===== config.mk =====
export PLATFORM = sky130hd
export DESIGN_NAME = uart_apb_master
export DESIGN_NICKNAME = d
export VERILOG_FILES = /design/src/rtl/uart_apb_pkg.sv /design/src/rtl/apb_cmd_fifo.sv /design/src/rtl/uart_apb_master.sv
export SDC_FILE = /design/constraint.sdc
export NUM_CORES = 1
export LEC_CHECK = 0
export BUFFER_PORTS_ARGS = -buffer_cell sky130_fd_sc_hd__buf_2
export CAP_MARGIN = 20
export CORE_ASPECT_RATIO = 1.5
export CORE_MARGIN = 2
export CORE_UTILIZATION = 25
export DETAILED_ROUTE_END_ITERATION = 10
export RECOVER_POWER = 25
export SYNTH_ARGS = -nofsm -noshare
export SYNTH_HDL_FRONTEND = slang
export SYNTH_SLANG_ARGS = --single-unit

===== constraint.sdc =====
create_clock -name pclk -period 2.95 [get_ports pclk]
set_input_delay 0.59 -clock pclk [delete_from_list [all_inputs] [get_ports pclk]]
set_output_delay 0.59 -clock pclk [all_outputs]
set_load 0.05 [all_outputs]

===== src/rtl/uart_apb_pkg.sv =====
// ---------------------------------------------------------------------------
// uart_apb_pkg
// Shared types and constants for the APB initiator that drives the UART
// register slave.
//   APB_AW / APB_DW   : APB address and data widths
//   ADDR_*            : UART slave register map
//   apb_mst_state_t   : initiator FSM states
//   apb_cmd_t         : one queued register command (write flag, addr, data)
// ---------------------------------------------------------------------------
package uart_apb_pkg;

    localparam int unsigned APB_AW = 4;
    localparam int unsigned APB_DW = 8;

    localparam logic [APB_AW-1:0] ADDR_CONFIG = 4'h0;
    localparam logic [APB_AW-1:0] ADDR_TX     = 4'h2;
    localparam logic [APB_AW-1:0] ADDR_RX     = 4'h3;
    localparam logic [APB_AW-1:0] ADDR_STATUS = 4'h4;

    typedef enum logic [1:0] {
        IDLE   = 2'd0,
        SETUP  = 2'd1,
        ACCESS = 2'd2,
        RESP   = 2'd3
    } apb_mst_state_t;

    typedef struct packed {
        logic              write;
        logic [APB_AW-1:0] addr;
        logic [APB_DW-1:0] wdata;
    } apb_cmd_t;

endpackage


===== src/rtl/apb_cmd_fifo.sv =====
// ---------------------------------------------------------------------------
// apb_cmd_fifo
// Small synchronous FIFO holding pending APB commands between the host
// command port and the initiator FSM.
// Ports:
//   i_clk, i_rst_n : clock, asynchronous active-low reset (empties the FIFO)
//   i_push, i_data : write one command (ignored while full)
//   i_pop, o_data  : o_data is the head entry; i_pop removes it (ignored while empty)
//   o_full, o_empty: occupancy flags derived from the internal entry count
// DEPTH must be a power of two so the pointers wrap naturally.
// ---------------------------------------------------------------------------
module apb_cmd_fifo
    import uart_apb_pkg::*;
#(
    parameter int unsigned DEPTH = 4
) (
    input  logic     i_clk,
    input  logic     i_rst_n,
    input  logic     i_push,
    input  apb_cmd_t i_data,
    input  logic     i_pop,
    output apb_cmd_t o_data,
    output logic     o_full,
    output logic     o_empty
);

    localparam int unsigned PW = $clog2(DEPTH);

    logic [PW-1:0] r_wr_ptr;
    logic [PW-1:0] r_rd_ptr;
    logic [PW:0]   r_count;
    apb_cmd_t      r_mem [DEPTH];

    logic w_push;
    logic w_pop;

    assign o_full  = (r_count == (PW+1)'(DEPTH));
    assign o_empty = (r_count == '0);
    assign w_push  = i_push && !o_full;
    assign w_pop   = i_pop && !o_empty;
    assign o_data  = r_mem[r_rd_ptr];

    // Pointers wrap on their own because DEPTH is a power of two; a
    // simultaneous push and pop leaves the count unchanged.
    always_ff @(posedge i_clk or negedge i_rst_n) begin
        if (!i_rst_n) begin
            r_wr_ptr <= '0;
            r_rd_ptr <= '0;
            r_count  <= '0;
        end else begin
            if (w_push) begin
                r_wr_ptr <= r_wr_ptr + 1'b1;
            end
            if (w_pop) begin
                r_rd_ptr <= r_rd_ptr + 1'b1;
            end
            case ({w_push, w_pop})
                2'b10:   r_count <= r_count + 1'b1;
                2'b01:   r_count <= r_count - 1'b1;
                default: r_count <= r_count;
            endcase
        end
    end

    // Storage needs no reset: entries are only read after being written.
    always_ff @(posedge i_clk) begin
        if (w_push) begin
            r_mem[r_wr_ptr] <= i_data;
        end
    end

endmodule


===== src/rtl/uart_apb_master.sv =====
// ---------------------------------------------------------------------------
// uart_apb_master
// APB initiator for the UART register slave (any 4-bit address / 8-bit data
// APB slave). Host commands are queued in apb_cmd_fifo, issued one at a time
// as an APB SETUP/ACCESS transfer, and answered with one response each.
// Ports:
//   pclk, preset_n            : clock, asynchronous active-low reset
//   cmd_valid/cmd_ready       : command handshake (cmd_ready = FIFO not full)
//   cmd_write/addr/wdata      : command payload
//   rsp_valid/rsp_ready       : response handshake
//   rsp_write/rdata/err       : response payload (rdata 0 for writes/aborts)
//   paddr/psel/penable/pwrite/pwdata, prdata/pready : APB initiator port
// Parameters:
//   CMD_DEPTH      : command FIFO entries (power of two, >= 2)
//   TIMEOUT_CYCLES : stalled ACCESS cycles before abort
// Optional feature (macro APB_TIMEOUT_EN):
//   defined   -> ACCESS aborts after TIMEOUT_CYCLES cycles with pready low,
//                returning rsp_err=1
//   undefined -> ACCESS waits indefinitely, rsp_err is constant 0
// ---------------------------------------------------------------------------
module uart_apb_master
    import uart_apb_pkg::*;
#(
    parameter int unsigned CMD_DEPTH      = 4,
    parameter int unsigned TIMEOUT_CYCLES = 16
) (
    input  logic              pclk,
    input  logic              preset_n,
    input  logic              cmd_valid,
    output logic              cmd_ready,
    input  logic              cmd_write,
    input  logic [APB_AW-1:0] cmd_addr,
    input  logic [APB_DW-1:0] cmd_wdata,
    output logic              rsp_valid,
    input  logic              rsp_ready,
    output logic              rsp_write,
    output logic [APB_DW-1:0] rsp_rdata,
    output logic              rsp_err,
    output logic [APB_AW-1:0] paddr,
    output logic              psel,
    output logic              penable,
    output logic              pwrite,
    output logic [APB_DW-1:0] pwdata,
    input  logic [APB_DW-1:0] prdata,
    input  logic              pready
);

    // Reject illegal configurations at elaboration time.
    if (CMD_DEPTH < 2 || (CMD_DEPTH & (CMD_DEPTH - 1)) != 0 || TIMEOUT_CYCLES < 1) begin : g_bad_params
        $error("uart_apb_master: CMD_DEPTH must be a power of two >= 2 and TIMEOUT_CYCLES >= 1");
    end

    apb_mst_state_t    r_state;
    logic [APB_AW-1:0] r_paddr;
    logic              r_psel;
    logic              r_penable;
    logic              r_pwrite;
    logic [APB_DW-1:0] r_pwdata;
    logic              r_rsp_valid;
    logic              r_rsp_write;
    logic [APB_DW-1:0] r_rsp_rdata;

    apb_cmd_t w_cmd_in;
    apb_cmd_t w_cmd_head;
    logic     w_fifo_full;
    logic     w_fifo_empty;
    logic     w_fifo_pop;

    assign w_cmd_in   = {cmd_write, cmd_addr, cmd_wdata};
    assign w_fifo_pop = (r_state == IDLE) && !w_fifo_empty;
    assign cmd_ready  = !w_fifo_full;

    apb_cmd_fifo #(
        .DEPTH (CMD_DEPTH)
    ) u_cmd_fifo (
        .i_clk   (pclk),
        .i_rst_n (preset_n),
        .i_push  (cmd_valid),
        .i_data  (w_cmd_in),
        .i_pop   (w_fifo_pop),
        .o_data  (w_cmd_head),
        .o_full  (w_fifo_full),
        .o_empty (w_fifo_empty)
    );

`ifdef APB_TIMEOUT_EN
    localparam logic [15:0] TMO_LIMIT = 16'(TIMEOUT_CYCLES);

    logic [15:0] r_tmo_cnt;
    logic        r_rsp_err;
    logic        w_tmo_hit;

    // True in the ACCESS cycle whose stall would bring the count to the limit.
    assign w_tmo_hit = ((r_tmo_cnt + 16'd1) == TMO_LIMIT);
    assign rsp_err   = r_rsp_err;
`else
    assign rsp_err   = 1'b0;
`endif

    // Initiator FSM. Every APB and response output is a register written
    // here; the APB address/direction/data hold their last values outside a
    // transfer, and no new command is popped while a response is pending.
    always_ff @(posedge pclk or negedge preset_n) begin
        if (!preset_n) begin
            r_state     <= IDLE;
            r_paddr     <= '0;
            r_psel      <= 1'b0;
            r_penable   <= 1'b0;
            r_pwrite    <= 1'b0;
            r_pwdata    <= '0;
            r_rsp_valid <= 1'b0;
            r_rsp_write <= 1'b0;
            r_rsp_rdata <= '0;
`ifdef APB_TIMEOUT_EN
            r_tmo_cnt   <= '0;
            r_rsp_err   <= 1'b0;
`endif
        end else begin
            case (r_state)
                IDLE: begin
                    if (!w_fifo_empty) begin
                        r_paddr   <= w_cmd_head.addr;
                        r_pwrite  <= w_cmd_head.write;
                        r_pwdata  <= w_cmd_head.wdata;
                        r_psel    <= 1'b1;
                        r_penable <= 1'b0;
                        r_state   <= SETUP;
                    end
                end
                SETUP: begin
                    r_penable <= 1'b1;
`ifdef APB_TIMEOUT_EN
                    r_tmo_cnt <= '0;
`endif
                    r_state   <= ACCESS;
                end
                ACCESS: begin
                    // pready wins over a timeout reached in the same cycle.
                    if (pready) begin
                        r_psel      <= 1'b0;
                        r_penable   <= 1'b0;
                        r_rsp_rdata <= r_pwrite ? '0 : prdata;
                        r_rsp_write <= r_pwrite;
                        r_rsp_valid <= 1'b1;
`ifdef APB_TIMEOUT_EN
                        r_rsp_err   <= 1'b0;
`endif
                        r_state     <= RESP;
                    end
`ifdef APB_TIMEOUT_EN
                    else if (w_tmo_hit) begin
                        r_psel      <= 1'b0;
                        r_penable   <= 1'b0;
                        r_rsp_rdata <= '0;
                        r_rsp_write <= r_pwrite;
                        r_rsp_err   <= 1'b1;
                        r_rsp_valid <= 1'b1;
                        r_state     <= RESP;
                    end else begin
                        r_tmo_cnt <= r_tmo_cnt + 16'd1;
                    end
`endif
                end
                RESP: begin
                    if (rsp_ready) begin
                        r_rsp_valid <= 1'b0;
                        r_state     <= IDLE;
                    end
                end
                default: begin
                    r_state <= IDLE;
                end
            endcase
        end
    end

    assign paddr     = r_paddr;
    assign psel      = r_psel;
    assign penable   = r_penable;
    assign pwrite    = r_pwrite;
    assign pwdata    = r_pwdata;
    assign rsp_valid = r_rsp_valid;
    assign rsp_write = r_rsp_write;
    assign rsp_rdata = r_rsp_rdata;

endmodule

======== Yosys cells after proc, flatten, opt, wreduce, memory -nomap -nowiden ========
Memories as Yosys holds them, arrays and structs flattened. A register that Yosys moved wholly into a read port is not among the register bits.
Cells that the tools add are included.
storage, ports and cells
  memories ................................ 1
  bits in registers ....................... 21
  input port bits ......................... 26
  bits in writable memories ............... 52
  word-level logic and storage cells ...... 58
  output and inout bits ................... 27
memories
  memory            words  width  read ports  clocked after Yosys merged registers in  wr ports  RTL line            text
  u_cmd_fifo.r_mem  4      13     1           1                                        1         apb_cmd_fifo.sv:32  apb_cmd_t r_mem [DEPTH];
cells by class
  bitwise logic cells ..................... 1
  reduce and logical (&&, ||, !) cells .... 18
  eq/ne operators ......................... 9
  $add $sub $neg .......................... 4
  multiplexer cells ....................... 16
operators with widths
  operator             count
  $reduce_and 3->1     4
  $mux 8               1
  $pmux 2 s4           1
  $mux 1               7
  $eq 2x2->1 const B   3
  $mux 2               3
  $ne 2x2->1 const B   3
  $pmux 3 s2           1
  $reduce_bool 2->1    3
  $add 2x1->2 const B  2
  $eq 2x1->1 const B   2
  $pmux 1 s2           2
  $reduce_and 2->1     2
  $add 3x1->3 const B  1
  $eq 3x3->1 const B   1
  $logic_and 1x1->1    3
  $logic_not 1->1      3
  $logic_not 3->1      1
  $pmux 1 s3           1
  $reduce_bool 3->1    1
  $sub 3x1->3 const B  1
  $logic_not 2->1      1
  $not 1->1            1

======== Logic depth before layout (Yosys ltp) ========
  depth in word-level cells ............... 6
  gate-level depth with buffers ........... 11
  gate-level depth less buffers ........... 10

======== Hierarchy ========
A second synthesis with hierarchy kept.
second synthesis, totals
  cell total of the unflattened synthesis .. 205
  area, all modules ....................... 3,545.9 µm²
modules (own cells, without submodules)
  module           area an instance (µm²)  seq. area each (µm²)  cells each  instances
  apb_cmd_fifo     2,306.0                 1,736.7               106         1
  uart_apb_master  1,239.9                 675.6                 99          1

======== Least setup slack after synthesis ========
No wires, ideal clock.
  path type ............................... register -> register
  start ................................... reg r_state[0]
  end ..................................... reg u_cmd_fifo.r_count[2]
  stages on the path, launching flop included .. 12
  library setup time ...................... 0.079 ns
  arrival ................................. 2.279 ns
  slack ................................... 0.591 ns
  period minus slack after synthesis ...... 2.359 ns
  path buffers ............................ 1
  data required time ...................... 2.871 ns
  cell sequence ........................... dfrtp_1 -> inv_1 -> ha_1 -> o31ai_4 -> inv_1 -> clkbuf_1 -> ha_1 -> inv_1 -> fa_1 -> xor2_1 -> nor2_1 -> xor2_1
on the way
  longest elaborated chain between the ends .. 5
  elaborated cells between the ends (all ways) .. 7
  those cells by class .................... 2 x eq/ne; 1 x mux; 4 x reduce/logical
RTL lines
  what                                                    RTL line                text
  start: declaration                                      uart_apb_master.sv:53   apb_mst_state_t r_state;
  start signal: assignment                                uart_apb_master.sv:105  r_state <= IDLE;
  start signal: assignment                                uart_apb_master.sv:127  r_state <= SETUP;
  start signal: assignment                                uart_apb_master.sv:135  r_state <= ACCESS;
  $logic_not 2->1 (*)                                     uart_apb_master.sv:70   assign w_fifo_pop = (r_state == IDLE) && !w_fifo_empty;
  $logic_and 1x1->1 (*)                                   uart_apb_master.sv:70
  named net u_cmd_fifo.i_pop                              apb_cmd_fifo.sv:21      input logic i_pop,
  $logic_and 1x1->1 (*)                                   apb_cmd_fifo.sv:40      assign w_pop = i_pop && !o_empty;
  $eq 2x1->1 / $eq 2x2->1 (equally long branches)         apb_cmd_fifo.sv:57      case ({w_push, w_pop})
  $pmux 3 s2 / $reduce_bool 2->1 (equally long branches)  -
  end signal: assignment                                  apb_cmd_fifo.sv:58      2'b10: r_count <= r_count + 1'b1;
  end signal: assignment                                  apb_cmd_fifo.sv:59      2'b01: r_count <= r_count - 1'b1;
  end signal: assignment                                  apb_cmd_fifo.sv:60      default: r_count <= r_count;
  end: declaration                                        apb_cmd_fifo.sv:31      logic [PW:0] r_count;
Mark *: on every way through the listed nets, which the timed path passes. The rest lies on a longest branch.
A chain may end at the register's enable or synchronous reset.

======== Final worst setup path ========
  start ................................... reg r_state[0]
  end ..................................... reg u_cmd_fifo.r_count[2]
on the way
  longest elaborated chain between the ends .. 5
  elaborated cells between the ends (all ways) .. 7
  those cells by class .................... 2 x eq/ne; 1 x mux; 4 x reduce/logical
RTL lines
  what                                                    RTL line
  $logic_not 2->1 (*)                                     uart_apb_master.sv:70
  $logic_and 1x1->1 (*)                                   uart_apb_master.sv:70
  $logic_and 1x1->1 (*)                                   apb_cmd_fifo.sv:40
  $eq 2x1->1 / $eq 2x2->1 (equally long branches)         apb_cmd_fifo.sv:57
  $pmux 3 s2 / $reduce_bool 2->1 (equally long branches)  -
Every way passes the cells marked *; elsewhere a longest branch is shown, timed or not.

==> results list <==
* Max Freq: 0.450 GHz
- Launch point of the worst path: r_state[0]$_DFFE_PN0P_
- Net count after synthesis: 264
- The number of antenna violations at the first check in global routing came to 0.
* Via count of the first global-routing pass: 2070
- After detailed placement, the total cell area comes to 3910 sq um.
- The first routing iteration left 42 violations.
* Post-CTS sizing: 0
- Final setup vio count: 0
- Entering global routing, the biggest net connects 35 pins.
* Port-buffer cells: 51
- Number of endpoints with negative hold slack in the final report: 0
- Crit Path Max Fanout: 15
- CTS root buffer: sky130_fd_sc_hd__clkbuf_16
- Of the cells placed in the final design, the portion with a size suffix greater than 1 is 27.8%.
* Vert. Die Dim: 148 um
- The largest total area in the synthesized netlist belongs to sky130_fd_sc_hd__edfxtp_1.
* Slew Limit Fails: 0
* Critical R2R Launch: r_state[0]$_DFFE_PN0P_
- The clock net in this run drives a total of 86 sinks.
- Standard-cell rows: 52
- Hold is met by 326 ps.
- Yosys attributes the largest share of cell area to sky130_fd_sc_hd__edfxtp_1 (45%), sky130_fd_sc_hd__dfrtp_1 (24%), sky130_fd_sc_hd__mux4_2 (8.4%).
- Number of warning messages in the yosys log: 0
* Io pins: 53
- WL/cell: 14.7 um
* Die boundary width: 100 um
* Global-route usage over all layers: 9.61%
* HPWL after detailed placement: 4.53 mm
- CTS buffer count: 9
- Routed Wire Length: 6.61 mm
* Clock transition time at the flip-flop clock pins of the worst setup and hold paths: 60 ps
- In this run the cell area of the synthesized design comes to 3480 sq um.
- Total die area: 14900 sq um
- Power density over cell area: 1180 nW/um^2
- Count of maximum capacitance violations: 0
- The first global-routing pass estimated 10.6 mm of wire.
* Number of design rule violations left after detail routing: 0
- Diodes inserted: 0
- # Post-CTS Setup Buffers: 0
* Unrepaired setup endpoints after global routing: false
* Arrival time worst endpoint: 2480 ps
- The first detailed-routing pass took 4 iterations.
- Slew margin rel.: 48.7%
* ANT nets after route: 0
- The top cell type by area accounts for 44.9% of the synthesized area.
* Gate Count Post-Synth: 227
- Kind of end point of the critical path: flip-flop
* Library cells used by synthesis: 29
* Leakage power total: 1.74 nW
- Count of nets after finishing: 320
- For the pin with the worst max-slew slack, the measured transition is 769 ps.
- Quantity of hold-fixing buffers added after cts: 0
- From synthesis to final layout, the design area changed by 21.1%.
* Final worst-path cycle share: 75.3%
- For this configuration, the core starts out at a cell density of 25.7%.
- After global routing the overflow that remains totals 0.
- Placeable Area: 13500 sq um
- Run status: finished clean
* VDD IR-drop max: 0.000338 V
- TritonCTS built the clock tree.
- Routability-driven placement finished with a final weighted congestion of 0.761.
- Across all layers, the routed design uses 1906 vias.
- After detailed routing, the number of vias per cell comes to 4.24.
* Synth Register Bits: 86
* Later-pin clock latency in the skew report: 340 ps
- Startpoint type of the worst setup path: flip-flop
- Seq/Total Area, Yosys: 69.4%
* Clock period minus worst slack: 2220 ps
* Worst Hold Class: input port to asynchronous set/reset pin
- The longest clock path from root to sink contains 2 buffers.
* Per-instance average area after synthesis: 15.3 sq um
- The finished cells cover 4210 sq um.
* Summed negative setup slack over all endpoints: 0 ps
- Critical path start-end classification: flip-flop to flip-flop
- The H-tree was split into 3 levels.
* Worst EP required: 3210 ps
- Between clock sinks in the finished design, the worst skew comes to 3.70 ps.
==> registers in the layout, indices dropped and copies added (netlist names) <==
signal,count
u_cmd_fifo.r_mem,52
pwdata,8
rsp_rdata,8
paddr,4
u_cmd_fifo.r_count,3
r_state,2
u_cmd_fifo.r_rd_ptr,2
u_cmd_fifo.r_wr_ptr,2
penable,1
psel,1
pwrite,1
rsp_valid,1
rsp_write,1
==> cell families (layout without fill, tap and decap cells) <==
kind of cell,after synthesis,count (layout),share of synthesized area (%)
mux,20,20,10.7
other cells,1,1,0.108
flops,86,86,69.4
xor+xnor,6,6,1.51
fa+ha+maj,11,11,4.17
buf+inv,19,80,2.30
compound gates,13,13,2.45
simple gates,71,71,9.39
==> placed cells by master (no fill, tap or decap), types with 8 or more instances in the layout <==
master                      Yosys  layout
sky130_fd_sc_hd__buf_2          1      38
sky130_fd_sc_hd__dfrtp_1       34      34
sky130_fd_sc_hd__edfxtp_1      52      52
sky130_fd_sc_hd__o21ai_0       10      10
sky130_fd_sc_hd__nand2_1       50      50
sky130_fd_sc_hd__mux4_2        13      13
sky130_fd_sc_hd__inv_1         11      11
sky130_fd_sc_hd__clkbuf_1       3      13
sky130_fd_sc_hd__ha_1          10      10
sky130_fd_sc_hd__clkbuf_16      0       9
sky130_fd_sc_hd__nand2b_1       8       8
==> critical path: stages (launching register included) <==
cell	delay [ps]
sky130_fd_sc_hd__dfrtp_1	420
sky130_fd_sc_hd__inv_1	120
sky130_fd_sc_hd__ha_1	260
sky130_fd_sc_hd__o31ai_4	210
sky130_fd_sc_hd__inv_1	120
sky130_fd_sc_hd__ha_1	180
sky130_fd_sc_hd__inv_1	60
sky130_fd_sc_hd__fa_1	370
sky130_fd_sc_hd__xor2_1	150
sky130_fd_sc_hd__nor2_1	110
sky130_fd_sc_hd__xor2_1	150
==> per-stage QoR <==
step / power [mW] / cells / setup WS [ps] / utilization [%]
after detailed placement: 3.87 / 434 / 728 / 28.9
final: 4.96 / 450 / 730 / 31.1
after floorplan: 3.36 / 227 / 591 / -
after global placement: 3.79 / 434 / 792 / 28.9
after global routing: 5.27 / 450 / 524 / 31.1
after CTS: 5.06 / 450 / 706 / 31.2
==> layer usage <==
layer | wire length [um] | global-route usage [%] | vias to the layer above
met3 | 311 | 2.49 | 14
met2 | 3470 | 16.9 | 56
met5 | 0 | 0 | -
met1 | 2590 | 9.97 | 925
li1 | - | - | 911
met4 | 228 | 6.16 | 0
==> worst paths after layout <==
check | to | slack, ps | cells after the start
setup / recovery | u_cmd_fifo.r_count[2]$_DFFE_PN0P_ | 730 | 10
hold / removal | u_cmd_fifo.r_wr_ptr[0]$_DFFE_PN0P_ | 330 | 1
setup reg to reg | u_cmd_fifo.r_count[2]$_DFFE_PN0P_ | 730 | 10
hold reg to reg | pwdata[7]$_DFFE_PN0P_ | 470 | 2
max in group asynchronous | pwdata[3]$_DFFE_PN0P_ | 2130 | 1
min in group pclk | pwdata[7]$_DFFE_PN0P_ | 470 | 2
==> area by class of cell <==
class | instances | area (sq um)
Sequential cell | 86 | 2410
Inverter | 11 | 41.3
Multi-Input combinational cell | 122 | 985
Fill cell | 1351 | 9320
Tap cell | 162 | 203
Clock inverter | 5 | 63.8
Timing Repair Buffer | 53 | 254
Clock buffer | 11 | 253
==> report_power, final <==
part / total (mW) / switching, mW / internal (mW)
registers: 1.90 / 0.231 / 1.67
clock network: 1.17 / 0.462 / 0.709
logic: 1.89 / 1.23 / 0.654
total: 4.96 / 1.93 / 3.03
==> synth_stat cells <==
| cell | instances |
|---|---|
| sky130_fd_sc_hd__edfxtp_1 | 52 |
| sky130_fd_sc_hd__nand2_1 | 50 |
| sky130_fd_sc_hd__dfrtp_1 | 34 |
| sky130_fd_sc_hd__mux4_2 | 13 |
| sky130_fd_sc_hd__inv_1 | 11 |
| sky130_fd_sc_hd__ha_1 | 10 |
| sky130_fd_sc_hd__o21ai_0 | 10 |
| sky130_fd_sc_hd__nand2b_1 | 8 |
| sky130_fd_sc_hd__and3_2 | 4 |
| sky130_fd_sc_hd__xnor2_1 | 4 |
| sky130_fd_sc_hd__clkbuf_1 | 3 |
| sky130_fd_sc_hd__mux2_2 | 3 |
| sky130_fd_sc_hd__mux2i_1 | 3 |
| sky130_fd_sc_hd__buf_1 | 2 |
| sky130_fd_sc_hd__buf_4 | 2 |
| sky130_fd_sc_hd__nor2_1 | 2 |
| sky130_fd_sc_hd__nor2b_1 | 2 |
| sky130_fd_sc_hd__nor3_1 | 2 |
| sky130_fd_sc_hd__xor2_1 | 2 |
| sky130_fd_sc_hd__a21oi_1 | 1 |
| sky130_fd_sc_hd__a22o_1 | 1 |
| sky130_fd_sc_hd__and2_4 | 1 |
| sky130_fd_sc_hd__buf_2 | 1 |
| sky130_fd_sc_hd__conb_1 | 1 |
| sky130_fd_sc_hd__fa_1 | 1 |
| sky130_fd_sc_hd__mux2_4 | 1 |
| sky130_fd_sc_hd__nor4b_1 | 1 |
| sky130_fd_sc_hd__o31ai_4 | 1 |
| sky130_fd_sc_hd__or3b_4 | 1 |
Note: power is estimated with default switching activity, not from simulation.
